**src/rtl/elastic_pipe_pkg.sv**
```systemverilog
`default_nettype none
// ============================================================================
// Module      : elastic_pipe_pkg
// Description : Shared types and constants for the elastic pipeline register
//               used in the im2col datapath.
//               - elastic_state_e : occupancy state of the two-entry stage
//               - ELASTIC_DEPTH   : number of storage entries (main + skid)
// Revision    : 1.0 - initial release
// ============================================================================
package elastic_pipe_pkg;

    // Occupancy of the stage: no entries, main only, or main + skid.
    typedef enum logic [1:0] {
        EMPTY = 2'd0,
        BUSY  = 2'd1,
        FULL  = 2'd2
    } elastic_state_e;

    localparam int ELASTIC_DEPTH = 2;

endpackage : elastic_pipe_pkg
`default_nettype wire

```
**src/rtl/elastic_pipe_entry.sv**
```systemverilog
`default_nettype none
// ============================================================================
// Module      : elastic_pipe_entry
// Description : Single WIDTH-bit storage entry of the elastic pipeline
//               register. Holds its value unless i_load is asserted.
// Ports       : clk_i  - clock, rising edge
//               rst_i  - asynchronous active-high reset (clears to 0)
//               i_load - load enable
//               i_data - data to load
//               o_data - stored data
// Revision    : 1.0 - initial release
// ============================================================================
module elastic_pipe_entry #(
    parameter int WIDTH = 8
) (
    input  logic             clk_i,
    input  logic             rst_i,
    input  logic             i_load,
    input  logic [WIDTH-1:0] i_data,
    output logic [WIDTH-1:0] o_data
);

    logic [WIDTH-1:0] r_data;

    always_ff @(posedge clk_i or posedge rst_i) begin
        if (rst_i) begin
            r_data <= '0;
        end else if (i_load) begin
            r_data <= i_data;
        end
    end

    assign o_data = r_data;

endmodule : elastic_pipe_entry
`default_nettype wire

```
**src/rtl/elastic_pipe_reg.sv**
```systemverilog
`default_nettype none
// ============================================================================
// Module      : elastic_pipe_reg
// Description : Elastic (skid-buffered) pipeline register with valid/ready
//               handshakes on both sides. A main entry drives the output; a
//               skid entry catches the one transfer that may arrive while the
//               consumer stalls, so in_ready_o can come straight from a flop
//               and still sustain one transfer per cycle.
// Config      : `define ELASTIC_PIPE_FLUSH_EN adds the synchronous flush_i
//               input (empties the stage, data registers keep their values).
// Ports       : clk_i       - clock, rising edge
//               rst_i       - asynchronous active-high reset
//               flush_i     - synchronous flush (ELASTIC_PIPE_FLUSH_EN only)
//               in_data_i   - upstream data
//               in_valid_i  - upstream data valid
//               in_ready_o  - stage can accept (registered)
//               out_data_o  - downstream data (main entry)
//               out_valid_o - main entry valid
//               out_ready_i - downstream accepts
// Revision    : 1.0 - initial release
// ============================================================================
module elastic_pipe_reg
    import elastic_pipe_pkg::*;
#(
    parameter int WIDTH = 8
) (
    input  logic             clk_i,
    input  logic             rst_i,
`ifdef ELASTIC_PIPE_FLUSH_EN
    input  logic             flush_i,
`endif
    input  logic [WIDTH-1:0] in_data_i,
    input  logic             in_valid_i,
    output logic             in_ready_o,
    output logic [WIDTH-1:0] out_data_o,
    output logic             out_valid_o,
    input  logic             out_ready_i
);

    elastic_state_e   r_state;
    elastic_state_e   w_state_next;
    logic             r_in_ready;

    logic             w_in_fire;
    logic             w_out_fire;
    logic             w_main_load;
    logic             w_skid_load;
    logic             w_main_from_skid;
    logic [WIDTH-1:0] w_main_d;
    logic [WIDTH-1:0] w_main_q;
    logic [WIDTH-1:0] w_skid_q;

    assign w_in_fire  = in_valid_i & r_in_ready;
    assign w_out_fire = out_valid_o & out_ready_i;

    // Next-state and entry load decode
    always_comb begin
        w_state_next     = r_state;
        w_main_load      = 1'b0;
        w_skid_load      = 1'b0;
        w_main_from_skid = 1'b0;
        case (r_state)
            EMPTY: begin
                if (w_in_fire) begin
                    w_main_load  = 1'b1;
                    w_state_next = BUSY;
                end
            end
            BUSY: begin
                if (w_in_fire && w_out_fire) begin
                    w_main_load = 1'b1;
                end else if (w_in_fire) begin
                    // Consumer stalled: park the new word in the skid entry.
                    w_skid_load  = 1'b1;
                    w_state_next = FULL;
                end else if (w_out_fire) begin
                    w_state_next = EMPTY;
                end
            end
            FULL: begin
                // in_ready_o is low here, so only the drain side can move.
                if (w_out_fire) begin
                    w_main_load      = 1'b1;
                    w_main_from_skid = 1'b1;
                    w_state_next     = BUSY;
                end
            end
            default: begin
                w_state_next = EMPTY;
            end
        endcase
`ifdef ELASTIC_PIPE_FLUSH_EN
        // Flush overrides everything; the word accepted this cycle is dropped.
        if (flush_i) begin
            w_state_next = EMPTY;
            w_main_load  = 1'b0;
            w_skid_load  = 1'b0;
        end
`endif
    end

    assign w_main_d = w_main_from_skid ? w_skid_q : in_data_i;

    always_ff @(posedge clk_i or posedge rst_i) begin
        if (rst_i) begin
            r_state    <= EMPTY;
            r_in_ready <= 1'b0;
        end else begin
            r_state    <= w_state_next;
            // Look-ahead on next state keeps in_ready_o purely registered.
            r_in_ready <= (w_state_next != FULL);
        end
    end

    elastic_pipe_entry #(
        .WIDTH (WIDTH)
    ) u_main (
        .clk_i  (clk_i),
        .rst_i  (rst_i),
        .i_load (w_main_load),
        .i_data (w_main_d),
        .o_data (w_main_q)
    );

    elastic_pipe_entry #(
        .WIDTH (WIDTH)
    ) u_skid (
        .clk_i  (clk_i),
        .rst_i  (rst_i),
        .i_load (w_skid_load),
        .i_data (in_data_i),
        .o_data (w_skid_q)
    );

    assign in_ready_o  = r_in_ready;
    assign out_valid_o = (r_state != EMPTY);
    assign out_data_o  = w_main_q;

endmodule : elastic_pipe_reg
`default_nettype wire

```
**config.mk**
```make
export PLATFORM = sky130hd
export DESIGN_NAME = elastic_pipe_reg
export DESIGN_NICKNAME = d
export VERILOG_FILES = /design/src/rtl/elastic_pipe_pkg.sv /design/src/rtl/elastic_pipe_entry.sv /design/src/rtl/elastic_pipe_reg.sv
export SDC_FILE = /design/constraint.sdc
export NUM_CORES = 1
export LEC_CHECK = 0
export BUFFER_PORTS_ARGS = -buffer_cell sky130_fd_sc_hd__buf_2
export CORE_MARGIN = 2
export CORE_UTILIZATION = 42
export DETAILED_ROUTE_END_ITERATION = 16
export GPL_TIMING_DRIVEN = 0
export MAX_ROUTING_LAYER = met4
export PLACE_DENSITY_LB_ADDON = 0.25
export SLEW_MARGIN = 30
export SYNTH_ARGS = -nofsm -noshare
export SYNTH_HDL_FRONTEND = slang
export SYNTH_SLANG_ARGS = --single-unit
export TNS_END_PERCENT = 20
```
**constraint.sdc**
```tcl
create_clock -name clk_i -period 2.1 [get_ports clk_i]
set_clock_uncertainty 0.15 [all_clocks]
set_input_delay 0.21 -clock clk_i [delete_from_list [all_inputs] [get_ports clk_i]]
set_output_delay 0.21 -clock clk_i [all_outputs]
set_load 0.005 [all_outputs]
```
==> results of run 1 <==
per-stage QoR:
step                      utilization (%)  total power, uW  cells  cell area (sq um)
after floorplan                         -              945     57                887
after global routing                 56.1             1370    115               1110
after detailed placement             51.8             1110    105               1030
final                                56.1             1270    115               1110
after CTS                            55.1             1300    113               1090
after global placement               51.8             1080    105               1030
cell type report:
| cell class | instances | area (sq um) |
|---|---|---|
| multi-input cells | 35 | 393 |
| plain buffers | 1 | 11.3 |
| fillers | 176 | 870 |
| flip-flops and latches | 19 | 475 |
| well taps | 27 | 33.8 |
| inverters | 2 | 7.51 |
| clock buffers | 4 | 26.3 |
| repair buffers | 27 | 165 |
cells in the final DEF (no fill, tap or decap), drive strengths merged:
cell type	n
nand4b	1
buf	22
nor2	1
xor2	1
or2	1
o31ai	1
nand2	1
a21o	1
clkbuf	4
nor2b	1
dfrtp	19
o21ai	1
nand3b	1
dlygate4sd3	6
or2b	1
mux2	24
inv	2
metal layers:
metal,global-route usage (%),vias to the layer above,routed length [um]
li1,-,265,-
met5,-,-,0
met2,20.9,12,734
met1,15.9,274,553
met4,6.94,0,6
met3,3.64,2,50
state kept, by name, indices dropped and copies added (netlist names):
signal	count
u_main.o_data	8
in_ready_o	1
r_state	2
u_skid.o_data	8
timing repair:
action	CTS	global route
hold endpoints to repair	22	2
hold buffers	4	2
resized for setup	0	0
report_power, final:
| part | leakage [uW] | total, uW | switching, uW | internal, uW |
|---|---|---|---|---|
| clock | 0.0000150 | 181 | 107 | 73.8 |
| combinational | 0.000300 | 462 | 164 | 298 |
| sequential | 0.000224 | 629 | 88.6 | 540 |
| total | 0.000538 | 1270 | 360 | 912 |
cell families (layout without fill, tap and decap cells):
kind of cell	Yosys count	in the layout	share of synthesized area, %
AOI/OAI and AO/OA	3	3	3.81
xor gates and xnor gates	1	1	0.987
buffers and inverters	3	34	2.12
DFF	19	19	53.6
muxes	24	24	34.3
and+or+nand+nor	7	7	5.22
critical path: stages, from the launching register on:
cell     delay [ns]
dfrtp_1        0.42
nor2b_1        0.18
o31ai_4        0.46
mux2_2         0.40
worst max-delay path by stage:
stage,start,to,slack [ns],depth (start not counted)
2_1_floorplan,r_state[1],u_skid.o_data[0],0.56,3
3_3_place_gp,r_state[1],u_skid.o_data[6],0.40,3
3_5_place_dp,r_state[0],u_main.o_data[5],0.37,3
4_1_cts,r_state[0],u_main.o_data[5],0.35,3
5_1_grt,r_state[1],u_skid.o_data[6],0.28,3
6_report,r_state[0],u_main.o_data[5],0.38,3
==> run metrics, run 1 <==
FFs w/ async S/R, synth=100%; worst setup margin=~0.38 ns; Worst Setup Start Kind=register; Worst IR Drop VDD=between 0.5 and 0.6 mV; leakage=approximately 0.00054 uW; Power Density=~1100 mW/mm^2; detailed placement HPWL=around 970 um; Crit Path Max Fanout=8; WP data arrival=1.75 ns; Setup TNS=0 ns; vias per cell=roughly 4.8; HP Class=primary input to register; final number of hold-violating endpoints=0; dpl ws=0.368 ns; r2r setup slk=0.38 ns; diode count=0; Synth area leader=dfrtp_1; highest clock rate=~580 MHz; measured slew at the worst slew-check pin=0.705 ns; RePlAce Congestion=0.657; Hold Path Stages=2; htree depth=1; top post-synthesis cells by area=dfrtp_1 (54%), mux2_2 (19%), mux2_4 (15%); Yosys cell types=16; CTS Buf Count=3; Syn Nets=between 60 and 70; Hold WS=roughly 0.012 ns; Worst-path clk slew=about 0.10 ns; vias post-DR=roughly 550; area growth from synthesis to layout=25.4%; max-cap violations=0; Post-synth EDFFs=0; Die Y=about 50 um; CTS root buf=clkbuf_4; Initial Utilization=~45%; Mapped Area=just under 900 sq um; unrepaired setup endpoints after global routing=false; # setup viols final=0; count of state elements after synthesis=19; WL/cell=approximately 12 um; worst skew pair latency=around 0.29 ns; WHS Endpoint=u_skid.o_data[4]; register area share after synthesis=53.6%; die area=0.00250 sq mm; Post-DRT Antenna Nets=0; CTS Buffer Depth=2; Crit path required time=2.13 ns; R2R Path End=u_main.o_data[5]; most frequent cells after synthesis=dfrtp_1 (19), mux2_2 (15), mux2_4 (9); DRC=0; die width=about 50 um; Syn Area/Cell=15.6 sq um; Cells after Synth=between 50 and 60; hold_sp=in_data_i[4]; most used flip-flop cell after synthesis=dfrtp_1; outcome=finished, final reports clean; largest net degree at the start of global routing=20; # IOs=22; first-pass GRT wire length=around 2400 um; initial antenna violation count=0; Final Max Tran Viols=0; critical path type=register to register; First-pass DRT Iterations=4; layout cells sized above 1=59.1%; CTS tree=done; Remaining Overflow, GRT=0; core area=a little under 0.002 sq mm; Slew HR=52.9%; share of Yosys cell area claimed by the top area cell type=roughly 54%; Iter 0 DRT Violations=2; Total GRT Usage=approximately 13%; fin crit period=between 1.5 and 2 ns; nets=101; Rows=16; # port buffers=21; period utilization=roughly four fifths; number of global-route vias before repair=about 560; CTS Sinks=19; Synthesis Warnings=0; RR Startpoint=r_state[0]; cells on worst reg2reg path=3; buffer count from post-CTS setup fixing=0; most common cell in the synthesized netlist=dfrtp_1; final WL=1340 um; Critical Path End Type=register
No activity file was read; power rests on OpenSTA's default activity.
==> run 2, diff against run 1 <==
--- a/config.mk
+++ b/config.mk
@@ -5,6 +5,7 @@
 export SDC_FILE = /design/constraint.sdc
 export NUM_CORES = 1
 export LEC_CHECK = 0
+export ABC_AREA = 1
 export BUFFER_PORTS_ARGS = -buffer_cell sky130_fd_sc_hd__buf_2
 export CORE_MARGIN = 2
 export CORE_UTILIZATION = 42
==> constraint.sdc (replaced) <==
create_clock -name clk_i -period 1.6 [get_ports clk_i]
set_clock_uncertainty 0.15 [all_clocks]
set_input_delay 0.16 -clock clk_i [delete_from_list [all_inputs] [get_ports clk_i]]
set_output_delay 0.16 -clock clk_i [all_outputs]
set_load 0.005 [all_outputs]
==> run 2 against run 1 <==
  * Sequential share of layout area shrank 4.9 points
  * Power grew 54%
  * Critical path depth is the same
  * Combinational power grew 95%
  * First-iteration DRC count grew to 6.0 times the previous value
  * Count of clock-buffer cells in the layout is the same
  * Critical endpoint is now out_valid_o
  * Flip-flop and latch count is the same
  * Core utilization grew 0.12 points
  * Wire length grew 45%
  * Final cell count grew 53%
  * Final area grew 13%
  * Via count grew 56%
==> run metrics, run 2 <==
most common cell in the synthesized netlist=nand2_1 (was dfrtp_1); htree depth=1 (unchanged); diode count=0 (unchanged); CTS Buf Count=3 (unchanged); detailed placement HPWL=1450 um (was 966 um); area occupied by multi-input gates=464 sq um (was 393 sq um); Critical Path End Type=output pin (was register); delay-heaviest family, CP=flip-flops (was compound AO/OA/AOI/OAI gates); area growth from synthesis to layout=25.7% (was 25.4%); leakage=0.000673 uW (was 0.000538 uW); measured slew at the worst slew-check pin=0.684 ns (was 0.705 ns); Hold Path Stages=4 (was 2); first-pass GRT wire length=3450 um (was 2380 um); CTS tree=done (unchanged); worst skew pair latency=0.30 ns (was 0.29 ns); top post-synthesis cells by area=dfrtp_1 (48%), nand2_1 (22%), nand4_1 (10%) (was dfrtp_1 (54%), mux2_2 (19%), mux2_4 (15%)); cells on worst reg2reg path=5 (was 3); layout cells sized above 1=26.4% (was 59.1%); crit path launch=r_state[1] (was r_state[0]); Worst IR Drop VDD=0.765 mV (was 0.598 mV); Power Density=1560 mW/mm^2 (was 1140 mW/mm^2); CTS Buffer Depth=2 (unchanged); Power, Total=1960 uW (was 1270 uW); Setup TNS=0 ns (unchanged); R2R Path End=u_skid.o_data[5] (was u_main.o_data[5]); final WL=1950 um (was 1340 um); Cells after Synth=114 (was 57); Syn Area/Cell=8.77 sq um (was 15.6 sq um); core area=0.00223 sq mm (was 0.00198 sq mm); initial antenna violation count=0 (unchanged); max-cap violations=0 (unchanged); outcome=finished, final reports clean (unchanged); unrepaired setup endpoints after global routing=false (unchanged); Yosys cell types=16 (unchanged); # IOs=22 (unchanged); RePlAce Congestion=0.771 (was 0.657); Synth area leader=dfrtp_1 (unchanged); buffer count from post-CTS setup fixing=0 (unchanged); vias post-DR=865 (was 553); # port buffers=21 (unchanged); most used flip-flop cell after synthesis=dfrtp_1 (unchanged); Initial Utilization=44.8% (about the same); Post-DRT Antenna Nets=0 (unchanged); Mapped Area=1000 sq um (was 887 sq um); Final Max Tran Viols=0 (unchanged); WP data arrival=1.06 ns (was 1.75 ns); Remaining Overflow, GRT=0 (unchanged); largest net degree at the start of global routing=20 (unchanged); hold_sp=in_valid_i (was in_data_i[4]); fin crit period=~1.4 ns; CTS Sinks=19 (unchanged); most frequent cells in the layout=nand2_1 (59), buf_2 (21), dfrtp_1 (19) (was buf_2 (21), dfrtp_1 (19), mux2_2 (15)); Syn Nets=126 (was 69); Crit Path Max Fanout=4 (was 8); Worst-path clk slew=0.10 ns (about the same); HP Class=primary input to register (unchanged); slowest CP cell=dfrtp_1 (was o31ai_4); FF+latch area=475 sq um (unchanged); Total GRT Usage=18.0% (was 13.4%); number of global-route vias before repair=804 (was 557); DRC=0 (unchanged); Iter 0 DRT Violations=12 (was 2); FFs w/ async S/R, synth=100% (unchanged); critical path type=register to output pin (was register to register); crit-path cells=inv_2, nand2_4, buf_2 (was nor2b_1, o31ai_4, mux2_2); First-pass DRT Iterations=4 (unchanged); Fill cells=241 (was 176); CTS root buf=clkbuf_4 (unchanged); Slew HR=54.4% (was 52.9%); most frequent cells after synthesis=nand2_1 (59), dfrtp_1 (19), nand4_1 (16) (was dfrtp_1 (19), mux2_2 (15), mux2_4 (9)); period utilization=between 80% and 90%; count of state elements after synthesis=19 (unchanged); commonest non-fill, non-tap cell in the layout=nand2_1 (was buf_2); vias per cell=4.91 (was 4.81); Buf+Inv Stages, Crit Path=2 (was 0); WHS Endpoint=in_ready_o (was u_skid.o_data[4]); r2r setup slk=0.30 ns (was 0.38 ns); # setup viols final=0 (unchanged); WL/cell=11.1 um (was 11.7 um); highest clock rate=roughly 730 MHz; die width=52.8 um (was 50.0 um); register area share after synthesis=47.6% (was 53.6%); nets=161 (was 101); Rows=17 (was 16); final number of hold-violating endpoints=0 (unchanged); Die Y=52.8 um (was 50.0 um); share of Yosys cell area claimed by the top area cell type=47.6% (was 53.6%); Worst Setup Start Kind=register (unchanged); Max stage delay on crit path=0.43 ns (was 0.46 ns); die area=0.00279 sq mm (was 0.00250 sq mm); Synthesis Warnings=0 (unchanged); RR Startpoint=r_state[1] (was r_state[0]); Post-synth EDFFs=0 (unchanged); Crit path required time=1.29 ns (was 2.13 ns)
[run 2: cell types whose count changed after synthesis, sizes merged, moves of 2 or more]
| cell | change |
|---|---|
| nand2 | +63 |
| mux2 | -24 |
| nand4 | +16 |
| inv | +3 |
| nand3 | +3 |
| buf | +2 |
[run 2: cell families (layout without fill, tap and decap cells)]
logic type | count (synthesis) | after routing | synth area share (%)
xor+xnor | 1 | 1 | 0.876
compound gates | 1 | 1 | 0.500
flops | 19 | 19 | 47.6
buf+inv | 9 | 43 | 6.01
simple gates | 84 | 84 | 45.1
[run 2: cell type report]
type                            count  area share (%)
Tap cell                           28            2.79
Multi-Input combinational cell     86            37.0
Timing Repair Buffer               30            15.5
Clock buffer                        4            2.09
Sequential cell                    19            37.8
Buffer                              3            2.69
Inverter                            6            2.09
[run 2: repair_timing]
action | in CTS | in global routing
gates resized for setup | 0 | 0
hold buffers | 9 | 0
endpoints found under the hold margin | 27 | 0
endpoints found under the setup margin | 0 | 0
[run 2: worst reg2reg max path: stages (launching register included)]
cell and delay [ns]:
dfrtp_1 0.43, buf_6 0.17, nor2_8 0.18, nand3_4 0.14, nand2_1 0.09, nand2_1 0.05
[run 2: how the worst max path moves through the flow]
stage                            end  slack (ns)  cells past startpoint
global placement    u_skid.o_data[0]        0.34                      5
detailed placement  u_skid.o_data[4]        0.31                      5
CTS                      out_valid_o        0.22                      3
floorplan           u_skid.o_data[0]        0.42                      5
finish                   out_valid_o        0.23                      3
global route             out_valid_o        0.19                      3
[run 2: per-stage QoR]
step	hold WS, ns	utilization (%)	worst slack (ns)	cell area, sq um	instances
2_1_floorplan	-0.0389	-	0.422	1000	114
3_3_place_gp	0.149	51.0	0.343	1140	163
3_5_place_dp	0.154	51.0	0.306	1140	163
4_1_cts	0.140	56.2	0.220	1260	176
5_1_grt	0.181	56.2	0.192	1260	176
6_report	0.138	56.2	0.234	1260	176
[run 2: power by group]
group | internal [uW] | leakage (uW) | total, uW | switching, uW
Combinational | 360 | 0.000425 | 900 | 540
Clock | 97.3 | 0.0000150 | 243 | 145
Sequential | 697 | 0.000233 | 816 | 119
Total | 1150 | 0.000673 | 1960 | 805
[run 2: routing by layer]
metal / track usage, % / share of wire [%] / vias to the layer above
met2: 28.5 / 46 / 22
li1: - / - / 445
met4: 10.3 / 2.4 / 0
met3: 2.57 / 4.9 / 5
met5: - / 0 / -
met1: 21.8 / 46 / 393
==> run 3, diff against run 2 <==
==> constraint.sdc (replaced) <==
create_clock -name clk_i -period 1.6 [get_ports clk_i]
set_clock_uncertainty 0.15 [all_clocks]
set_input_delay 0.32 -clock clk_i [delete_from_list [all_inputs] [get_ports clk_i]]
set_output_delay 0.32 -clock clk_i [all_outputs]
set_load 0.005 [all_outputs]
==> run 3 against run 2 <==
  * Power down 0.76%
  * Clock power about the same
  * Final cell count down 4.5%
  * Core utilization down 3.6 points
  * Non-clock buffer count down 8
  * First-iteration DRC count up 33%
  * Sequential share of layout area up 2.6 points
  * Count of clock-buffer cells in the layout unchanged
  * Via count down 2.8%
  * Wire length down 3.0%
  * Critical path depth unchanged
  * Critical path type unchanged
==> run metrics, run 3 (same netlist as run 2, synthesis figures left out) <==
CTS Buffer Depth=2 (unchanged); Worst Setup Start Kind=register (unchanged); measured slew at the worst slew-check pin=0.687 ns (was 0.684 ns); commonest non-fill, non-tap cell in the layout=nand2_1 (unchanged); # IOs=22 (unchanged); # setup viols final=0 (unchanged); number of global-route vias before repair=766 (was 804); final number of hold-violating endpoints=0 (unchanged); CTS Sinks=19 (unchanged); period utilization=95.3% (was 85.4%); worst skew pair latency=0.30 ns (about the same); slowest CP cell=dfrtp_1 (unchanged); crit path launch=r_state[1] (unchanged); hold_sp=in_data_i[6] (was in_valid_i); r2r setup slk=0.30 ns (about the same); Buf+Inv Stages, Crit Path=2 (unchanged); die width=52.8 um (unchanged); fin crit period=1.53 ns (was 1.37 ns); Remaining Overflow, GRT=0 (unchanged); Initial Utilization=44.8% (unchanged); vias post-DR=841 (was 865); Final Max Tran Viols=0 (unchanged); CTS tree=done (unchanged); Total GRT Usage=17.2% (was 18.0%); delay-heaviest family, CP=flip-flops (unchanged); largest net degree at the start of global routing=20 (unchanged); Rows=17 (unchanged); detailed placement HPWL=1450 um (unchanged); WL/cell=11.3 um (was 11.1 um); # port buffers=21 (unchanged); CTS root buf=clkbuf_4 (unchanged); Setup TNS=0 ns (unchanged); vias per cell=5.01 (was 4.91); FF+latch area=475 sq um (unchanged); Power Density=1650 mW/mm^2 (was 1560 mW/mm^2); first-pass GRT wire length=3310 um (was 3450 um); WP data arrival=1.06 ns (about the same); outcome=finished, final reports clean (unchanged); First-pass DRT Iterations=4 (unchanged); cells on worst reg2reg path=5 (unchanged); dpl ws=0.306 ns (unchanged); max-cap violations=0 (unchanged); Slew HR=54.1% (was 54.4%); DRC=0 (unchanged); RR Startpoint=r_state[1] (unchanged); R2R Path End=u_skid.o_data[5] (unchanged); Worst IR Drop VDD=0.764 mV (was 0.765 mV); Worst-path clk slew=0.11 ns (was 0.10 ns); unrepaired setup endpoints after global routing=false (unchanged); CTS Buf Count=3 (unchanged); die area=0.00279 sq mm (unchanged); leakage=0.000639 uW (was 0.000673 uW); Crit Path Max Fanout=4 (unchanged); final WL=1890 um (was 1950 um); crit-path cells=inv_2, nand2_4, buf_2 (unchanged); highest clock rate=656 MHz (was 732 MHz); most frequent cells in the layout=nand2_1 (59), buf_2 (21), dfrtp_1 (19) (unchanged); Critical Path End Type=output pin (unchanged); Iter 0 DRT Violations=16 (was 12); Post-DRT Antenna Nets=0 (unchanged); Max stage delay on crit path=0.43 ns (about the same); diode count=0 (unchanged); Die Y=52.8 um (unchanged); Fill cells=250 (was 241); WHS Endpoint=u_skid.o_data[6] (was in_ready_o); Hold Path Stages=3 (was 4); htree depth=1 (unchanged); area occupied by multi-input gates=464 sq um (unchanged); HP Class=primary input to register (unchanged); initial antenna violation count=0 (unchanged); area growth from synthesis to layout=17.6% (was 25.7%); critical path type=register to output pin (unchanged); RePlAce Congestion=0.771 (unchanged); Crit path required time=1.13 ns (was 1.29 ns); core area=0.00223 sq mm (unchanged); worst setup margin=0.0748 ns (was 0.234 ns); nets=153 (was 161); layout cells sized above 1=27.9% (was 26.4%)
[run 3: cell type report]
class / count / share of cell area, %
buffer: 3 / 2.87
clock buffer: 4 / 2.23
inverter: 6 / 2.23
multi-input combinational: 86 / 39.5
sequential: 19 / 40.4
tap: 28 / 2.98
timing repair buffer: 22 / 9.79
[run 3: repair_timing]
action,in CTS,in global routing
setup endpoints to repair,0,0
hold buffers,1,0
endpoints found under the hold margin,19,0
setup buffers,0,0
gates resized for setup,0,0
[run 3: report_power, final]
group / switching, uW / internal (uW)
Clock: 147 / 97.3
Sequential: 118 / 697
Combinational: 538 / 347
Total: 802 / 1140
[run 3: worst max path at each step]
stage / endpoint / slack (ns) / cells past startpoint
final: out_valid_o / 0.07 / 3
after floorplan: u_skid.o_data[0] / 0.42 / 5
after CTS: out_valid_o / 0.06 / 3
after global routing: out_valid_o / 0.03 / 3
after detailed placement: u_skid.o_data[4] / 0.31 / 5
after global placement: u_skid.o_data[0] / 0.34 / 5
[run 3: per-stage QoR]
| step | total power (uW) | utilization [%] | instance area [sq um] | hold WS (ns) | instances |
|---|---|---|---|---|---|
| after floorplan | 1470 | - | 1000 | 0.121 | 114 |
| after global placement | 1690 | 51.0 | 1140 | 0.308 | 163 |
| after detailed placement | 1720 | 51.0 | 1140 | 0.311 | 163 |
| after CTS | 1970 | 52.7 | 1180 | 0.114 | 168 |
| after global routing | 2110 | 52.7 | 1180 | 0.117 | 168 |
| final | 1940 | 52.7 | 1180 | 0.119 | 168 |
[run 3: worst min-delay path, cell delays in order]
cell	delay, ns
buf_2	0.11
nand4_1	0.07
nand2_1	0.05
[run 3: layer usage]
layer	GRT usage, %	up-vias	part of all wire, %
met5	-	-	0
met4	10.3	0	2.4
met3	2.57	5	5.1
met2	26.3	24	46
met1	21.6	381	47
li1	-	431	-
